$ cat src/rtl/uart_defs.sv
// rtl/uart_defs.sv - shared UART types: TX interrupt flags and serializer states
package uart_defs;

  localparam int unsigned DATA_BITS = 8;

  typedef struct packed {
    logic fifo_empty;
    logic frame_done;
  } TXIrqFlags_t;

  typedef enum logic [2:0] {
    IDLE   = 3'd0,
    START  = 3'd1,
    SHIFT  = 3'd2,
    PARITY = 3'd3,
    STOP   = 3'd4
  } TxState_t;

endpackage

$ cat src/rtl/fifo.sv
// rtl/fifo.sv - synchronous FIFO with valid/ready enqueue and dequeue handshakes
module fifo #(
  parameter int data_size   = 8,
  parameter int buffer_size = 8
) (
  input  logic                 clk,
  input  logic                 rst_n,
  input  logic                 flush,
  input  logic [data_size-1:0] enq_data,
  input  logic                 enq_valid,
  output logic                 enq_ready,
  output logic [data_size-1:0] deq_data,
  output logic                 deq_valid,
  input  logic                 deq_ready,
  output logic                 full,
  output logic                 empty
);

  localparam int AW = $clog2(buffer_size);
  localparam logic [AW:0] FULL_CNT = (AW+1)'(buffer_size);

  logic [data_size-1:0] mem [buffer_size];
  logic [AW-1:0]        wr_ptr;
  logic [AW-1:0]        rd_ptr;
  logic [AW:0]          count;
  logic                 enq_fire;
  logic                 deq_fire;

  // Full/empty come from the registered count, so a pop frees a slot only next cycle.
  assign full      = (count == FULL_CNT);
  assign empty     = (count == '0);
  assign enq_ready = !full;
  assign deq_valid = !empty;
  assign deq_data  = mem[rd_ptr];
  assign enq_fire  = enq_valid && !full;
  assign deq_fire  = deq_ready && !empty;

  // Pointer and occupancy bookkeeping; flush empties the queue without touching storage.
  always_ff @(posedge clk or negedge rst_n) begin
    if (!rst_n) begin
      wr_ptr <= '0;
      rd_ptr <= '0;
      count  <= '0;
    end else if (flush) begin
      wr_ptr <= '0;
      rd_ptr <= '0;
      count  <= '0;
    end else begin
      if (enq_fire) wr_ptr <= wr_ptr + AW'(1);
      if (deq_fire) rd_ptr <= rd_ptr + AW'(1);
      case ({enq_fire, deq_fire})
        2'b10:   count <= count + (AW+1)'(1);
        2'b01:   count <= count - (AW+1)'(1);
        default: count <= count;
      endcase
    end
  end

  // Data storage needs no reset; only slots below count are ever read out.
  always_ff @(posedge clk) begin
    if (enq_fire) mem[wr_ptr] <= enq_data;
  end

endmodule

$ cat src/rtl/uart_tx.sv
// rtl/uart_tx.sv - UART transmitter: byte FIFO plus 8E1 serializer paced by tck
module uart_tx
  import uart_defs::*;
#(
  parameter int FIFO_DEPTH = 8
) (
  input  logic        clk,
  input  logic        rst_n,
  input  logic        tck,
  output logic        tx,
  input  logic [7:0]  txfifo_data,
  input  logic        txfifo_valid,
  output logic        txfifo_ready,
  output logic        txfifo_full,
  output logic        txfifo_empty,
  output logic        busy,
  output TXIrqFlags_t tx_irq_flags
);

  TxState_t   state, state_n;
  logic [7:0] shreg, shreg_n;
  logic       par, par_n;
  logic [2:0] cnt, cnt_n;
  logic [2:0] nidx;
  logic       tx_q, tx_n;
  logic       busy_q;
  logic       pop;
  logic       frame_done;
  logic [7:0] head_data;
  logic       head_valid;

  fifo #(
    .data_size   (8),
    .buffer_size (FIFO_DEPTH)
  ) u_fifo (
    .clk       (clk),
    .rst_n     (rst_n),
    .flush     (1'b0),
    .enq_data  (txfifo_data),
    .enq_valid (txfifo_valid),
    .enq_ready (txfifo_ready),
    .deq_data  (head_data),
    .deq_valid (head_valid),
    .deq_ready (pop),
    .full      (txfifo_full),
    .empty     (txfifo_empty)
  );

  assign tx           = tx_q;
  assign busy         = busy_q;
  assign nidx         = cnt + 3'd1;
  assign tx_irq_flags = '{fifo_empty: txfifo_empty, frame_done: frame_done};

  // Serializer registers; the state names the bit currently driven on the line.
  always_ff @(posedge clk or negedge rst_n) begin
    if (!rst_n) begin
      state  <= IDLE;
      shreg  <= '0;
      par    <= 1'b0;
      cnt    <= '0;
      tx_q   <= 1'b1;
      busy_q <= 1'b0;
    end else begin
      state  <= state_n;
      shreg  <= shreg_n;
      par    <= par_n;
      cnt    <= cnt_n;
      tx_q   <= tx_n;
      busy_q <= (state_n != IDLE);
    end
  end

  // Next-bit selection; nothing moves unless tck is high. STOP chains straight into START.
  always_comb begin
    state_n    = state;
    shreg_n    = shreg;
    par_n      = par;
    cnt_n      = cnt;
    tx_n       = tx_q;
    pop        = 1'b0;
    frame_done = 1'b0;
    if (tck) begin
      case (state)
        IDLE: begin
          tx_n = 1'b1;
          if (head_valid) begin
            pop     = 1'b1;
            shreg_n = head_data;
            par_n   = 1'b0;
            cnt_n   = '0;
            tx_n    = 1'b0;
            state_n = START;
          end
        end
        START: begin
          tx_n    = shreg[0];
          par_n   = par ^ shreg[0];
          state_n = SHIFT;
        end
        SHIFT: begin
          if (cnt != 3'(DATA_BITS - 1)) begin
            tx_n  = shreg[nidx];
            par_n = par ^ shreg[nidx];
            cnt_n = nidx;
          end else begin
            tx_n    = par;
            state_n = PARITY;
          end
        end
        PARITY: begin
          tx_n    = 1'b1;
          state_n = STOP;
        end
        STOP: begin
          frame_done = 1'b1;
          if (head_valid) begin
            pop     = 1'b1;
            shreg_n = head_data;
            par_n   = 1'b0;
            cnt_n   = '0;
            tx_n    = 1'b0;
            state_n = START;
          end else begin
            state_n = IDLE;
          end
        end
        default: begin
          tx_n    = 1'b1;
          state_n = IDLE;
        end
      endcase
    end
  end

endmodule

$ cat config.mk
export PLATFORM = sky130hd
export DESIGN_NAME = uart_tx
export DESIGN_NICKNAME = d
export VERILOG_FILES = /design/src/rtl/uart_defs.sv /design/src/rtl/fifo.sv /design/src/rtl/uart_tx.sv
export SDC_FILE = /design/constraint.sdc
export NUM_CORES = 1
export LEC_CHECK = 0
export CAP_MARGIN = 30
export CELL_PAD_IN_SITES_DETAIL_PLACEMENT = 1
export CELL_PAD_IN_SITES_GLOBAL_PLACEMENT = 1
export CORE_MARGIN = 2
export CORE_UTILIZATION = 45
export DETAILED_ROUTE_END_ITERATION = 8
export DONT_BUFFER_PORTS = 1
export HOLD_SLACK_MARGIN = 0.08
export PLACE_DENSITY_LB_ADDON = 0.1
export SYNTH_ARGS = -nofsm -noshare
export SYNTH_HDL_FRONTEND = slang
export SYNTH_SLANG_ARGS = --single-unit
$ cat constraint.sdc
create_clock -name clk -period 6.4 [get_ports clk]
set_clock_uncertainty 0.1 [all_clocks]
set_input_delay 0.64 -clock clk [delete_from_list [all_inputs] [get_ports clk]]
set_output_delay 0.64 -clock clk [all_outputs]
set_load 0.1 [all_outputs]
==> summary.txt <==
Outcome
  • Run status: complete, no violations

Die
  • Core Box Area: 8260 µm²
  • Number of cell rows: 33
  • Effective utilization at floorplan: 46.5%
  • DIE HEIGHT: 96.4 µm
  • Floorplan die area: 9290 µm²
  • Die Wd: 96.4 µm
  • I/O pin total: 19

Synthesis
  • Seq cells post-synth: 91
  • Count of distinct cell types in the synthesized netlist: 41
  • Async S/R FF share, synth: 29.7%
  • Synth Net Count: 257
  • Cell taking the most area after synthesis: edfxtp_1
  • Top area cells in the synthesized netlist: edfxtp_1 50%, dfrtp_1 17%, mux4_2 9.4%
  • Post-Syn Instances: 237
  • Post-synth design cell area: 3840 µm²
  • Synth warnings: 0
  • Number of enable-type register cells in the synthesized netlist: 64
  • Area share of the largest cell type after synthesis: 50.0%
  • Sequential cell area fraction in the yosys report: 67.7%
  • Mean post-synth cell area: 16.2 µm²
  • Prevailing post-synth register cell: edfxtp_1

Pwr
  • Internal Dissipation: 1.29 mW
  • Share of power burned in the clock network: 20.4%
  • Sequential cell fraction of total power: 47.7%
  • Worst IR Drop VDD: 183 µV
  • Static leakage: 1.56 nW
  • Cell Pwr Density: 480 nW/µm²
  • Net switching fraction of the power: 37.0%
  • Switching Power: 0.754 mW
  • Power share of the combinational group: 31.9%

Timing
  • Final Hold Fails: 0
  • Max-slew headroom at the worst pin: 36.8%
  • Post-route fraction of the period consumed by the critical path: 52.6%
  • Setup repair after global routing missed its margin: false
  • Max Transition Viols Final: 0
  • Fmax: 297 MHz
  • Min Tclk post-route: 3.37 ns
  • Post-route setup TNS: 0 ns
  • Transition time at the pin with the least slew margin: 0.944 ns
  • Setup violation total in the final timing report: 0

Min path
  • Hold WC Path Type: input port to flop

Worst setup path
  • Kind of start point of the critical path: flop
  • Largest fanout of any net on the critical path: 5
  • Kind of end point of the critical path: primary output
  • Arrival time reported for the critical path endpoint: 2.63 ns
  • Setup Crit Path Kind: flop to primary output
  • Required time of the critical path: 5.66 ns

Clock network
  • H-tree levels: 3
  • # resized after CTS: 0
  • TritonCTS clock tree: yes
  • CTS sink cnt: 91
  • Clock input transition at the sequential cells of the worst setup and hold paths: 0.10 ns
  • Clock network latency to the later pin of the worst-skew pair: 0.37 ns
  • Clock buffers created by TritonCTS: 9
  • Clk Tree Root Cell: clkbuf_8
  • Longest Clk Path Bufs: 2

Placed design
  • DP Wirelength: 5.01 mm
  • Routability Congestion: 0.773
  • Count of buffers inserted at the top-level ports: 0

Global route
  • Global-route wire length before repair: 11.5 mm
  • Vias in the first global route: 2169
  • Number of antenna violations at the first check in global routing: 0
  • Maximum number of pins on one net before global-route repair: 28
  • Gr ovfl total: 0
  • Overall fraction of global-route tracks in use: 17.2%

Final layout
  • Number of nets in the layout: 267
  • Number of antenna diodes: 0
  • Share of cells above drive strength 1: 19.0%
  • Area Growth Syn to Fin: 10.6%
  • Highest-count cells in the layout ignoring fill and taps: 64 x edfxtp_1, 26 x dfrtp_1, 23 x nand2_1, 16 x mux4_2, 13 x o21ai_0
  • Core Util, Final: 51.4%
  • Most common cell after layout, fill and taps aside: edfxtp_1

Detailed routing
  • DRC: 0
  • Vias post-DR: 1989
  • Detail-routed via count per cell: 5.57
  • Number of search-and-repair iterations in the first detailed-routing pass: 4
  • First-iteration detailed-routing DRC count: 89
  • Wirelength, routed: 7.13 mm
  • Final routed wire length divided by cell count: 20.0 µm
  • Post-route antenna net violation count: 0

Job
  • Max_cap viols: 0
logic make-up after synthesis:
logic type               after synthesis  share of synthesized area (%)
buffers and inverters                 19                           2.67
XOR/XNOR                               7                           1.60
flip-flops                            91                           67.7
adder cells (fa/ha/maj)                8                           2.80
AND/OR/NAND/NOR                       54                           6.74
multiplexers                          30                           13.9
AO/OA/AOI/OAI                         28                           4.56
critical path: stages (launching register included):
cell     delay (ns)
dfrtp_1        0.47
nor3_1         0.22
nand2_1        0.61
buf_6          0.36
inv_1          0.60
repair_timing:
| action | in CTS | in global routing |
|---|---|---|
| hold buffers | 2 | 0 |
| setup buffers | 0 | 0 |
| hold endpoints to repair | 27 | 0 |
sequential cells by signal, indices dropped and copies added (netlist names):
name,count
cnt,3
u_fifo.wr_ptr,3
u_fifo.rd_ptr,3
par,1
shreg,8
u_fifo.mem,64
tx,1
state,3
u_fifo.count,4
busy,1
Yosys cell counts, types with 3 or more instances:
library cell	count
nor2_1	12
buf_4	6
xnor2_1	5
ha_1	7
mux4_2	16
edfxtp_1	64
nor3_1	3
o21ai_0	13
inv_1	9
nand2_1	23
mux2i_1	10
a21oi_1	3
dfrtp_1	26
nand3_1	3
nand2b_1	3
power by group through the flow:
stage	clock network [mW]	logic, mW	registers, mW
4_1_cts	0.426	0.664	0.973
3_3_place_gp	0	0.583	0.992
6_report	0.416	0.652	0.972
5_1_grt	0.447	0.719	0.994
2_1_floorplan	0	0.556	0.907
3_5_place_dp	0	0.655	0.987
routing by layer:
metal	track usage (%)	vias to the layer above	part of all wire, %
met5	0	-	0
met4	6.34	0	1.3
met3	3.72	7	2.3
met2	27.6	24	49
met1	23.3	1042	47
li1	-	916	-
cell type report:
cell class                      instances  area, µm²
Sequential cell                        91       2600
Tap cell                              105        131
Clock inverter                          7       87.6
Clock buffer                            9        124
Inverter                                9       33.8
Fill cell                             792       4010
Multi-Input combinational cell        127       1140
Timing Repair Buffer                    9        131
stage by stage:
step,total power [mW],hold WS (ns),instances,cell area (µm²),worst slack [ns]
after floorplan,1.46,0.244,237,3840,2.91
after global placement,1.58,0.245,335,3950,3.13
after detailed placement,1.64,0.245,338,4000,3.20
after CTS,2.06,0.242,356,4240,3.01
after global routing,2.16,0.236,357,4250,2.96
final,2.04,0.255,357,4250,3.03
worst paths after layout:
check,to,slack (ns),startpoint,depth (start not counted)
worst max-delay path,txfifo_full,3.03,u_fifo.count[0],4
worst min-delay path,tx,0.26,tck,1
worst max register to register,u_fifo.count[3],3.17,u_fifo.count[0],11
worst min register to register,shreg[1],0.39,shreg[1],2
max in group asynchronous,tx,5.37,rst_n,2
min in group asynchronous,state[1],0.60,rst_n,2
No activity file was read; power rests on OpenSTA's default activity.
